File: config.mk
export PLATFORM = sky130hd
export DESIGN_NAME = ibex_irq_arbiter
export DESIGN_NICKNAME = d
export VERILOG_FILES = /design/src/rtl/ibex_irq_arbiter.sv
export SDC_FILE = /design/constraint.sdc
export NUM_CORES = 1
export LEC_CHECK = 0
export BUFFER_PORTS_ARGS = -buffer_cell sky130_fd_sc_hd__buf_2
export CAP_MARGIN = 40
export CORE_UTILIZATION = 30
export CTS_BUF_LIST = sky130_fd_sc_hd__clkbuf_8 sky130_fd_sc_hd__clkbuf_16
export CTS_CLUSTER_DIAMETER = 100
export DETAILED_ROUTE_END_ITERATION = 6
export RECOVER_POWER = 100
export SYNTH_ARGS = -nofsm -noshare
export SYNTH_HDL_FRONTEND = slang
export SYNTH_SLANG_ARGS = --single-unit
File: constraint.sdc
create_clock -name clk_i -period 3.84 [get_ports clk_i]
set_input_delay 0.384 -clock clk_i [delete_from_list [all_inputs] [get_ports clk_i]]
set_output_delay 0.384 -clock clk_i [all_outputs]
set_load 0.03 [all_outputs]
File: src/rtl/ibex_irq_arbiter.sv
// Interrupt arbiter: registers pending irqs, masks with mie/mstatus.MIE, presents the highest-priority cause over req/ack.
// Latency: input -> mip_o 1 edge, -> irq_req_o 2 edges (3/4 edges with IBEX_IRQ_SYNC_EN defined).
// Backpressure: a presented maskable cause is held until acked or withdrawn; only an eligible NMI may replace it.
module ibex_irq_arbiter #(
    parameter int unsigned NumFastIrq = 15
) (
    input  logic                    clk_i,
    input  logic                    rst_ni,
    input  logic                    irq_software_i,
    input  logic                    irq_timer_i,
    input  logic                    irq_external_i,
    input  logic [NumFastIrq-1:0]   irq_fast_i,
    input  logic                    irq_nm_i,
    input  logic [NumFastIrq+2:0]   mie_i,
    input  logic                    mstatus_mie_i,
    input  logic                    debug_mode_i,
    input  logic                    irq_ack_i,
    input  logic                    mret_i,
    output logic [NumFastIrq+2:0]   mip_o,
    output logic                    irq_req_o,
    output logic [5:0]              irq_cause_o,
    output logic                    irq_nm_o,
    output logic                    nmi_active_o
);

    localparam int unsigned NIRQ   = 3 + NumFastIrq;
    localparam int unsigned IDX_SW = NIRQ - 1;
    localparam int unsigned IDX_TM = NIRQ - 2;
    localparam int unsigned IDX_EX = NIRQ - 3;

    typedef enum logic [1:0] {
        S_IDLE    = 2'd0,
        S_REQ     = 2'd1,
        S_HOLD    = 2'd2,
        S_NMI_ACT = 2'd3
    } state_t;

    logic [NIRQ-1:0] w_lvl;
    logic            w_nm;

`ifdef IBEX_IRQ_SYNC_EN
    logic [NIRQ:0] r_sync1;
    logic [NIRQ:0] r_sync2;

    always_ff @(posedge clk_i or negedge rst_ni) begin
        if (!rst_ni) begin
            r_sync1 <= '0;
            r_sync2 <= '0;
        end else begin
            r_sync1 <= {irq_nm_i, irq_software_i, irq_timer_i, irq_external_i, irq_fast_i};
            r_sync2 <= r_sync1;
        end
    end

    assign w_lvl = r_sync2[NIRQ-1:0];
    assign w_nm  = r_sync2[NIRQ];
`else
    assign w_lvl = {irq_software_i, irq_timer_i, irq_external_i, irq_fast_i};
    assign w_nm  = irq_nm_i;
`endif

    logic [NIRQ-1:0] r_mip;
    logic            r_nm_q;
    logic            r_nmi_pending;
    logic            r_nmi_active;
    state_t          r_state;
    logic            r_req;
    logic [5:0]      r_cause;
    logic            r_nm;
    logic [NIRQ-1:0] r_sel;

    logic [NIRQ-1:0] w_enabled;
    logic            w_nmi_elig;
    logic            w_nm_edge;
    logic            w_win_vld;
    logic [5:0]      w_win_cause;
    logic            w_win_nm;
    logic [NIRQ-1:0] w_win_sel;

    assign w_enabled  = r_mip & mie_i & {NIRQ{mstatus_mie_i}};
    assign w_nmi_elig = r_nmi_pending & ~r_nmi_active;
    assign w_nm_edge  = w_nm & ~r_nm_q;

    // Lowest priority assigned first so later matches override.
    always_comb begin
        w_win_vld   = |w_enabled;
        w_win_cause = 6'h00;
        w_win_nm    = 1'b0;
        w_win_sel   = '0;
        if (w_enabled[IDX_TM]) begin
            w_win_cause = 6'h27;
            w_win_sel   = '0;
            w_win_sel[IDX_TM] = 1'b1;
        end
        if (w_enabled[IDX_SW]) begin
            w_win_cause = 6'h23;
            w_win_sel   = '0;
            w_win_sel[IDX_SW] = 1'b1;
        end
        if (w_enabled[IDX_EX]) begin
            w_win_cause = 6'h2B;
            w_win_sel   = '0;
            w_win_sel[IDX_EX] = 1'b1;
        end
        for (int i = int'(NumFastIrq) - 1; i >= 0; i--) begin
            if (w_enabled[i]) begin
                w_win_cause = 6'h30 + 6'(i);
                w_win_sel   = '0;
                w_win_sel[i] = 1'b1;
            end
        end
        if (w_nmi_elig) begin
            w_win_vld   = 1'b1;
            w_win_cause = 6'h3F;
            w_win_nm    = 1'b1;
            w_win_sel   = '0;
        end
    end

    state_t          w_state_n;
    logic            w_req_n;
    logic [5:0]      w_cause_n;
    logic            w_nm_n;
    logic [NIRQ-1:0] w_sel_n;
    logic            w_set_active;
    logic            w_can_req;

    assign w_can_req = w_win_vld & ~debug_mode_i;

    always_comb begin
        w_state_n    = r_state;
        w_req_n      = r_req;
        w_cause_n    = r_cause;
        w_nm_n       = r_nm;
        w_sel_n      = r_sel;
        w_set_active = 1'b0;
        case (r_state)
            S_REQ: begin
                if (irq_ack_i) begin
                    w_req_n = 1'b0;
                    if (r_nm) begin
                        w_set_active = 1'b1;
                        w_state_n    = S_NMI_ACT;
                    end else begin
                        w_state_n    = S_HOLD;
                    end
                end else if (debug_mode_i) begin
                    w_req_n   = 1'b0;
                    w_state_n = S_IDLE;
                end else if (w_nmi_elig && !r_nm) begin
                    w_cause_n = 6'h3F;
                    w_nm_n    = 1'b1;
                    w_sel_n   = '0;
                end else if (!r_nm && !(|(r_sel & w_enabled))) begin
                    w_req_n   = 1'b0;
                    w_state_n = S_IDLE;
                end
            end
            default: begin
                // IDLE, HOLD and NMI_ACT all arbitrate; HOLD has already spent its one low cycle.
                w_req_n = 1'b0;
                if (w_can_req) begin
                    w_state_n = S_REQ;
                    w_req_n   = 1'b1;
                    w_cause_n = w_win_cause;
                    w_nm_n    = w_win_nm;
                    w_sel_n   = w_win_sel;
                end else if (r_state == S_NMI_ACT && r_nmi_active) begin
                    w_state_n = S_NMI_ACT;
                end else begin
                    w_state_n = S_IDLE;
                end
            end
        endcase
    end

    always_ff @(posedge clk_i or negedge rst_ni) begin
        if (!rst_ni) begin
            r_mip         <= '0;
            r_nm_q        <= 1'b0;
            r_nmi_pending <= 1'b0;
            r_nmi_active  <= 1'b0;
            r_state       <= S_IDLE;
            r_req         <= 1'b0;
            r_cause       <= 6'h00;
            r_nm          <= 1'b0;
            r_sel         <= '0;
        end else begin
            r_mip         <= w_lvl;
            r_nm_q        <= w_nm;
            // A new edge coinciding with the NMI ack must survive.
            r_nmi_pending <= w_nm_edge | (r_nmi_pending & ~(irq_ack_i & r_req & r_nm));
            if (w_set_active) begin
                r_nmi_active <= 1'b1;
            end else if (mret_i) begin
                r_nmi_active <= 1'b0;
            end
            r_state       <= w_state_n;
            r_req         <= w_req_n;
            r_cause       <= w_cause_n;
            r_nm          <= w_nm_n;
            r_sel         <= w_sel_n;
        end
    end

    assign mip_o        = r_mip;
    assign irq_req_o    = r_req;
    assign irq_cause_o  = r_cause;
    assign irq_nm_o     = r_nm;
    assign nmi_active_o = r_nmi_active;

    ack_needs_req: assert property (@(posedge clk_i) disable iff (!rst_ni) irq_ack_i |-> irq_req_o);

endmodule
Word level (Yosys, flattened, before mapping)
Index checks and enable logic that the tools add are counted.
{ "totals": {"input_bits": 43, "regBits": 49, "wordCells": 115, "memories": 0, "mem_bits_rw": 0, "latchBits": 0, "romBits": 0, "out_inout_bits": 27} }
{ "classes": {"eq_ne": 7, "n_mux": 74, "n_lt_le_gt_ge": 0, "shifts": 0, "bitwise": 14, "multipliers": 0, "div_mod_pow": 0, "n_reduce_logical": 11, "n_addsub": 0} }
{ "ops": {"columns": ["operator", "count"], "rows": [
  ["18-bit two-way mux", 23],
  ["6-bit two-way mux", 24],
  ["18-bit bitwise AND", 3],
  ["18-bit OR reduction", 2],
  ["1-bit two-way mux", 19],
  ["17-bit two-way mux", 1],
  ["2-bit two-way mux", 7],
  ["4-bit != test, second input constant", 2],
  ["1-bit bitwise AND", 6],
  ["2-bit != test, second input constant", 3],
  ["1-bit inverter", 4],
  ["4-bit AND reduction", 1],
  ["2-bit nonzero test", 2],
  ["1-bit logical AND", 3],
  ["2-bit by 1-bit equality test with 1-bit output, second input constant", 1],
  ["2-bit equality test, second input constant", 1],
  ["1-bit logical NOT", 2],
  ["2-bit AND reduction", 1],
  ["1-bit bitwise OR", 1]
]} }

Longest topological paths before layout
Gate-level depths: netlist of run 1.
{ "logic_depth": {"depth_word": 23, "depth_mapped": 8, "mapped_depth_nobuf": 5} }

Worst setup path before layout of run 1
Ideal clock, no wire load.
{ "synth_path": {"path_type": "flip-flop to flip-flop", "start": "register r_mip[4] (netlist: mip_o[4])", "end": "register r_cause[4] (netlist: irq_cause_o[4])", "required_ns": 3.715, "setup_ns": 0.125, "setup_slack_ns": 1.619, "stages_incl_launch_ff": 8, "t_arrival_ns": 2.096, "path_buffers": 2, "synth_period_minus_slack_ns": 2.221, "path_cell_list": "dfrtp_1 a22o_4 o41ai_4 nand2_1 o31a_1 buf_6 buf_8 mux2_4"} }
{ "synth_via": {"elab_chain_cells": 10, "elab_cells_between_ends": 15, "cone_classes": "mux: 9; bitwise: 3; reduce/logical: 3"} }
{ "synth_lines": {"columns": ["item", "line", "source"], "rows": [
  ["start, declared", "62", "logic [NIRQ-1:0] r_mip;"],
  ["start signal, assigned", "189", "r_mip <= w_lvl;"],
  ["18-bit bitwise AND (*) (2 in series)", "80", "assign w_enabled = r_mip & mie_i & {NIRQ{mstatus_mie_i}};"],
  ["6-bit two-way mux (5 in series)", "106", "if (w_enabled[i]) begin"],
  ["6-bit two-way mux", "112", "if (w_nmi_elig) begin"],
  ["6-bit two-way mux", "162", "if (w_can_req) begin"],
  ["6-bit two-way mux", "137", "case (r_state)"],
  ["end signal, assigned", "200", "r_cause <= w_cause_n;"],
  ["end, declared", "68", "logic [5:0] r_cause;"]
]} }
Mark *: on every way between the ends. The rest lies on a longest branch, timed or not. The select of a mux whose other input is x is not followed.
A chain may end at the register's enable or synchronous reset.

Final worst setup path of run 1
{ "layout_path": {"start": "register r_mip[4] (netlist: mip_o[4])", "end": "register r_sel[17]"} }
{ "layout_via": {"elab_chain_cells": 10, "elab_cells_between_ends": 15, "cone_classes": "mux: 9; bitwise: 3; reduce/logical: 3"} }
{ "layout_lines": {"columns": ["item", "line", "source"], "rows": [
  ["18-bit bitwise AND (*) (2 in series)", "80", null],
  ["18-bit two-way mux (5 in series)", "106", null],
  ["18-bit two-way mux", "112", null],
  ["18-bit two-way mux", "162", null],
  ["18-bit two-way mux", "137", null],
  ["end signal, assigned", "202", "r_sel <= w_sel_n;"],
  ["end, declared", "70", "logic [NIRQ-1:0] r_sel;"]
]} }
Marks and branches as above.

==> results of run 1 <==
-- final cells by class --
type,instances,area [sq um],share of cell area (%)
Timing Repair Buffer,72,329,11.2
Tap cell,102,128,4.33
Multi-Input combinational cell,160,1070,36.4
Clock inverter,2,33.8,1.15
Sequential cell,49,1230,41.6
Inverter,20,75.1,2.55
Clock buffer,6,82.6,2.80
-- per-layer routing --
| metal | global-route usage (%) | vias up | wire length [um] |
|---|---|---|---|
| li1 | - | 1018 | - |
| met2 | 25.1 | 82 | 3010 |
| met5 | 0 | - | 0 |
| met4 | 4.62 | 0 | 79 |
| met3 | 3.28 | 9 | 444 |
| met1 | 23.3 | 987 | 3070 |
-- cell families (layout without fill, tap and decap cells) --
kind of cell | after synthesis | in the layout
and+or+nand+nor | 84 | 84
AOI/OAI and AO/OA | 54 | 54
DFF | 49 | 49
buffers and inverters | 27 | 100
muxes | 22 | 22
-- report_power, final --
part / switching, uW / internal (uW)
combinational: 342 / 176
clock: 176 / 210
sequential: 59.7 / 586
total: 578 / 972
-- worst max-delay path: stages (launching register included) --
cell     delay [ns]
dfrtp_1        0.45
a22o_4         0.29
o41ai_1        0.72
nand2_1        0.13
o31a_1         0.39
buf_4          0.28
mux2_1         0.34
-- stage by stage --
step / instances / hold WS (ns) / power [uW]
after detailed placement: 403 / 0.411 / 1200
after floorplan: 236 / 0.0884 / 1040
after global routing: 411 / 0.169 / 1640
final: 411 / 0.179 / 1550
after global placement: 403 / 0.406 / 1200
after CTS: 411 / 0.177 / 1590
-- cells in the mapped netlist, drive strengths merged, types with 4 or more instances --
library cell / n / area (sq um)
nor2: 6 / 22.5
nor3: 4 / 20.0
dfrtp: 49 / 1230
nand3: 18 / 90.1
inv: 20 / 75.1
and3: 4 / 25.0
mux2: 10 / 131
buf: 6 / 47.5
nand2: 21 / 78.8
nor3b: 4 / 30.0
a22o: 10 / 96.4
o21ai: 9 / 45.0
nand4: 14 / 87.6
a21oi: 8 / 40.0
mux2i: 12 / 120
-- flip-flops by register name, summed over array words and instances (netlist names) --
signal	cells
irq_cause_o	6
irq_nm_o	1
irq_req_o	1
mip_o	18
nmi_active_o	1
r_nm_q	1
r_nmi_pending	1
r_sel	18
r_state	2
-- placed cells by master, fill, tap and decap left out, types with 2 or more instances in the layout --
cell	instances
o311ai_0	2
o211ai_1	2
buf_2	41
nor2_1	6
nand3_1	18
mux2i_1	12
nand2b_1	3
and2_1	3
nand4_1	14
inv_1	21
clkbuf_8	6
buf_4	2
clkbuf_1	29
nor3b_1	4
mux2_2	5
nor3_1	4
o31ai_1	3
dfrtp_1	49
a21oi_1	8
nor2b_1	3
and3_1	4
a31oi_1	2
o21ai_0	9
a22oi_1	2
mux2_1	5
nand2_1	21
a22o_1	9
-- worst max-delay path by stage --
stage / from / endpoint / cells after the start
2_1_floorplan: mip_o[4] / irq_cause_o[4] / 7
3_3_place_gp: mie_i[4] / r_sel[17] / 7
3_5_place_dp: mie_i[4] / r_sel[17] / 7
4_1_cts: mip_o[7] / r_sel[17] / 6
5_1_grt: rst_ni / mip_o[3] / 2
6_report: mip_o[4] / r_sel[17] / 6
==> qor.csv, run 1 <==
stage;metric;value;unit
sta;unrepaired setup endpoints after global routing;false;
worst_setup_path;Worst Setup Start Kind;flop;
status;failing checks;max-capacitance violations, max-slew violations;
sta;post-layout min period;2.72;ns
yosys;Post-synth ARST share;100;%
drt;DR iter-0 viols;125;
worst_setup_path;CP required;4.03;ns
cts;# H-tree levels;2;
final_layout;cell area after layout;2950;sq um
floorplan;num rows;32;
worst_setup_path;WS Path Type;flop to flop;
floorplan;die area;8580;sq um
cts;clock slew at reported path FFs;0.09;ns
sta;Tcrit/Tclk final;70.8;%
yosys;Yosys cell types;50;
drt;Pre-antenna DRT Iters;4;
sta;max-slew violations;50;
pwr;worst vdd ir;0.000146;V
final_layout;proportion of layout cells with a drive suffix above 1;18.8;%
final_layout;ANT cells;0;
drt;vias;2096;
global_routing;total track usage;16.4;%
floorplan;Initial Util;31.4;%
sta;Peak Freq;368;MHz
cts;worst-skew pair later-pin latency;0.31;ns
yosys;main combinational cell family by area after synthesis;simple AND/OR/NAND/NOR gates;
yosys;Net Count, Synth;279;
yosys;multiplexer share of the synthesized area;10.2;%
sta;fin worst setup slack;1.12;ns
worst_setup_path;Crit Reg-Reg Startpoint;mip_o[4];
yosys;Top FF cell, synth;dfrtp_1;
sta;Setup TNS Final;0;ns
yosys;flops & latches, synth;49;
min_path;min-delay worst type;primary input to flop;
placement;Area after DPL;2910;sq um
worst_setup_path;register-to-register setup slack;1.12;ns
sta;Slew HR;-78.2;%
drt;vias per inst;5.10;
cts;Post-CTS Setup Bufs;0;
placement;# port buffers;69;
yosys;Compound-Gate Fraction of Synth Area;17.0;%
drt;post-route ant nets;0;
yosys;simple-gate area share of the yosys netlist;17.9;%
cts;CTS Buffer Depth;2;
placement;detailed placement HPWL;5060;um
yosys;Post-Syn Instances;236;
yosys;Post-Syn Area;2460;sq um
job;MaxCap Viol Count;1;
yosys;adder-cell area share of the yosys netlist;0;%
global_routing;vias in the first global route;2067;
worst_setup_path;critical path peak fanout;18;
sta;Setup-failing EPs final;0;
floorplan;chip width;92.6;um
global_routing;GRT overflow;0;
global_routing;largest net degree at the start of global routing;50;
drt;drt total wl;6610;um
final_layout;# nets final;351;
floorplan;die height;92.6;um
status;outcome;complete, but fails checks;
final_layout;Filler cells;829;
pwr;pwr dens;525;nW/um^2
final_layout;post-layout util;37.6;%
sta;Hold Fails Final Rpt;0;
cts;hold-fix buffer count after cts;0;
worst_setup_path;R2R Path End;r_sel[17];
yosys;syn_area_per_cell;10.4;sq um
sta;slew at the pin closest to its max-slew limit;2.67;ns
cts;cts repair resizes;0;
drt;WL/cell;16.1;um
worst_setup_path;reg2reg path depth;6;
worst_setup_path;Critical Path AT;2.90;ns
pwr;cell leakage power;0.00127;uW
yosys;Post-Synth XOR/XNOR Area;0;%
drt;residual DRC count;0;
yosys;synthesis warning total;0;
sta;Post-Route Skew;0.0123;ns
floorplan;Core Region;7850;sq um
yosys;sequential area share after synthesis;49.7;%
cts;CTS Sinks;49;
yosys;Post-synth EDFFs;0;
worst_setup_path;CP endpoint kind;flop;
placement;routability congestion estimate;0.927;
final_layout;Synth-to-Final Area Change;19.6;%
cts;CTS Root Buffer Type;clkbuf_8;
min_path;Hold Crit Endpoint;mip_o[13];
floorplan;Top Ports;70;
global_routing;initial antenna violation count;0;
min_path;hold path start;irq_fast_i[13];
placement;Place WS;1.38;ns
min_path;hold path cells;1;
cts;CTS tree;built;
global_routing;first-pass GRT wire length;10900;um
cts;TritonCTS Buffers;5;
Power figures use the tool's default switching activity.
==> run 2, diff against run 1 <==
clock period = 2.3 ns   (was 3.84 ns; I/O delays follow)
==> run 2 against run 1 <==
Effect of this change:
- the run still ends with max-capacitance violations, max-slew violations left
- combinational power rose by 78%
- final cell count rose by 2.4%
- critical path type unchanged
- fmax rose by 22%
- sequential share of layout area fell by 1.8 points
- cell area rose by 4.4%
- hold slack got worse by 0.15 ns
- first-iteration DRC count rose by 11%
- die area did not move
- non-clock buffer count rose by 10
- sequential power rose by 67%
- clock-buffer cell count did not move
==> qor.csv, run 2 (synthesis results as in run 1) <==
stage;metric;value;unit;change
cts;CTS tree;built;;unchanged
cts;CTS Root Buffer Type;clkbuf_8;;unchanged
status;failing checks;max-capacitance violations, max-slew violations;;unchanged
placement;# port buffers;69;;unchanged
pwr;Psw;980;uW;was 578 uW
job;MaxCap Viol Count;1;;unchanged
min_path;min-delay worst type;primary input to flop;;unchanged
final_layout;Synth-to-Final Area Change;24.9;%;was 19.6%
sta;Slew HR;-0.835;%;was -78.2%
drt;residual DRC count;0;;unchanged
sta;Peak Freq;448;MHz;was 368 MHz
placement;detailed placement HPWL;5310;um;was 5060 um
pwr;cell leakage power;0.00133;uW;was 0.00127 uW
sta;unrepaired setup endpoints after global routing;false;;unchanged
pwr;Seq pwr share;40.7;%;was 41.7%
cts;CTS Buffer Depth;2;;unchanged
cts;worst-skew pair later-pin latency;0.31;ns;about the same
floorplan;die area;8580;sq um;unchanged
worst_setup_path;R2R Path End;r_sel[0];;was r_sel[17]
sta;max-slew violations;25;;was 50
status;outcome;complete, but fails checks;;unchanged
drt;vias per inst;5.19;;was 5.10
sta;post-layout min period;2.23;ns;was 2.72 ns
drt;Pre-antenna DRT Iters;4;;unchanged
drt;WL/cell;16.2;um;was 16.1 um
drt;DR iter-0 viols;139;;was 125
cts;clock slew at reported path FFs;0.10;ns;was 0.09 ns
sta;Hold Fails Final Rpt;0;;unchanged
pwr;Comb pwr share;34.9;%;was 33.4%
cts;TritonCTS Buffers;5;;unchanged
placement;routability congestion estimate;0.917;;was 0.927
floorplan;Top Ports;70;;unchanged
worst_setup_path;Worst Setup Start Kind;flop;;unchanged
global_routing;initial antenna violation count;0;;unchanged
drt;drt total wl;6820;um;was 6610 um
global_routing;first-pass GRT wire length;11100;um;was 10900 um
drt;vias;2186;;was 2096
cts;# H-tree levels;2;;unchanged
global_routing;vias in the first global route;2170;;was 2067
worst_setup_path;CP required;2.50;ns;was 4.03 ns
final_layout;commonest non-fill, non-tap cell in the layout;dfrtp_1;;unchanged
worst_setup_path;Critical Path AT;2.43;ns;was 2.90 ns
sta;Setup TNS Final;0;ns;unchanged
worst_setup_path;register-to-register setup slack;0.07;ns;was 1.12 ns
floorplan;Core Region;7850;sq um;unchanged
pwr;clock share of power;24.5;%;was 24.9%
final_layout;post-layout util;39.2;%;was 37.6%
global_routing;GRT overflow;0;;unchanged
floorplan;Initial Util;31.4;%;unchanged
cts;cts repair resizes;0;;unchanged
pwr;pwr dens;861;nW/um^2;was 525 nW/um^2
final_layout;ANT cells;0;;unchanged
global_routing;largest net degree at the start of global routing;26;;was 50
worst_setup_path;WS Path Type;flop to flop;;unchanged
sta;Setup-failing EPs final;0;;unchanged
worst_setup_path;reg2reg path depth;6;;unchanged
sta;Post-Route Skew;0.0124;ns;was 0.0123 ns
min_path;Hold Crit Endpoint;mip_o[15];;was mip_o[13]
min_path;hold path cells;1;;unchanged
cts;CTS Sinks;49;;unchanged
drt;post-route ant nets;0;;unchanged
pwr;Sw Ratio;37.0;%;was 37.3%
final_layout;Filler cells;836;;was 829
worst_setup_path;CP endpoint kind;flop;;unchanged
worst_setup_path;Crit Reg-Reg Startpoint;mip_o[6];;was mip_o[4]
global_routing;total track usage;16.8;%;was 16.4%
final_layout;# nets final;361;;was 351
pwr;worst vdd ir;0.000349;V;was 0.000146 V
sta;slew at the pin closest to its max-slew limit;1.51;ns;was 2.67 ns
floorplan;num rows;32;;unchanged
worst_setup_path;critical path peak fanout;13;;was 18
final_layout;commonest cells after routing, fill and taps aside;dfrtp_1, buf_2, clkbuf_1;;unchanged
floorplan;die height;92.6;um;unchanged
sta;Tcrit/Tclk final;97.1;%;was 70.8%
pwr;Power Internal;1670;uW;was 972 uW
final_layout;proportion of layout cells with a drive suffix above 1;22.9;%;was 18.8%
floorplan;chip width;92.6;um;unchanged
min_path;hold path start;irq_external_i;;was irq_fast_i[13]
run 2: cell types whose count changed in the layout (fill, tap and decap cells not counted), sizes merged:
cell         previous run  this run
inv                    21        20
clkinvlp                0         1
buf                    43        51
clkbuf                 35        36
dlygate4sd3             0         1
run 2: repair_timing:
action | in CTS | in global routing
hold buffers | 1 | 0
setup buffers | 0 | 2
setup endpoints to repair | 0 | 1
hold endpoints to repair | 24 | 0
run 2: critical path: stages, from the launching register on:
cell and delay (ns):
dfrtp_1 0.44, a22o_1 0.31, o41ai_4 0.46, nand2_1 0.10, o31a_1 0.27, buf_4 0.21
mux2_1 0.33
run 2: per-stage QoR:
step                      setup WS (ns)  power [uW]  std cells  hold WS, ns  cell area [sq um]
after floorplan                  0.0792        1740        236      -0.0656               2460
after global placement            0.206        2030        410        0.290               2970
after detailed placement          0.168        2040        410        0.293               2970
after CTS                         0.131        2700        419       0.0191               3100
after global routing             0.0103        2820        421      0.00868               3080
final                            0.0674        2650        421       0.0261               3080
run 2: worst max path at each step:
stage                      to  slack, ns  cells after the start     start
3_5_place_dp         r_sel[2]       0.17                      6  mip_o[6]
2_1_floorplan  irq_cause_o[4]       0.08                      7  mip_o[4]
4_1_cts              r_sel[2]       0.13                      6  mip_o[6]
5_1_grt              r_sel[0]       0.01                      6  mip_o[8]
3_3_place_gp         r_sel[1]       0.21                      6  mip_o[6]
6_report             r_sel[0]       0.07                      6  mip_o[6]
run 2: cell type report:
type | count | area [sq um] | area share [%]
Tap cell | 102 | 128 | 4.14
Inverter | 20 | 75.1 | 2.44
Timing Repair Buffer | 82 | 422 | 13.7
Sequential cell | 49 | 1230 | 39.8
Clock buffer | 6 | 82.6 | 2.68
Multi-Input combinational cell | 160 | 1110 | 36.0
Clock inverter | 2 | 37.5 | 1.22
run 2: power by group through the flow:
| stage | clock (uW) | sequential (uW) | combinational [uW] |
|---|---|---|---|
| after floorplan | 0 | 1220 | 519 |
| after global placement | 0 | 1100 | 935 |
| after detailed placement | 0 | 1100 | 942 |
| after CTS | 669 | 1080 | 948 |
| after global routing | 711 | 1090 | 1010 |
| final | 649 | 1080 | 924 |
run 2: layer usage:
| layer | GRT usage, % | wire [um] |
|---|---|---|
| met5 | 0 | 0 |
| met4 | 3.46 | 57 |
| met3 | 3.53 | 449 |
| met2 | 26.9 | 3180 |
| met1 | 23.3 | 3130 |
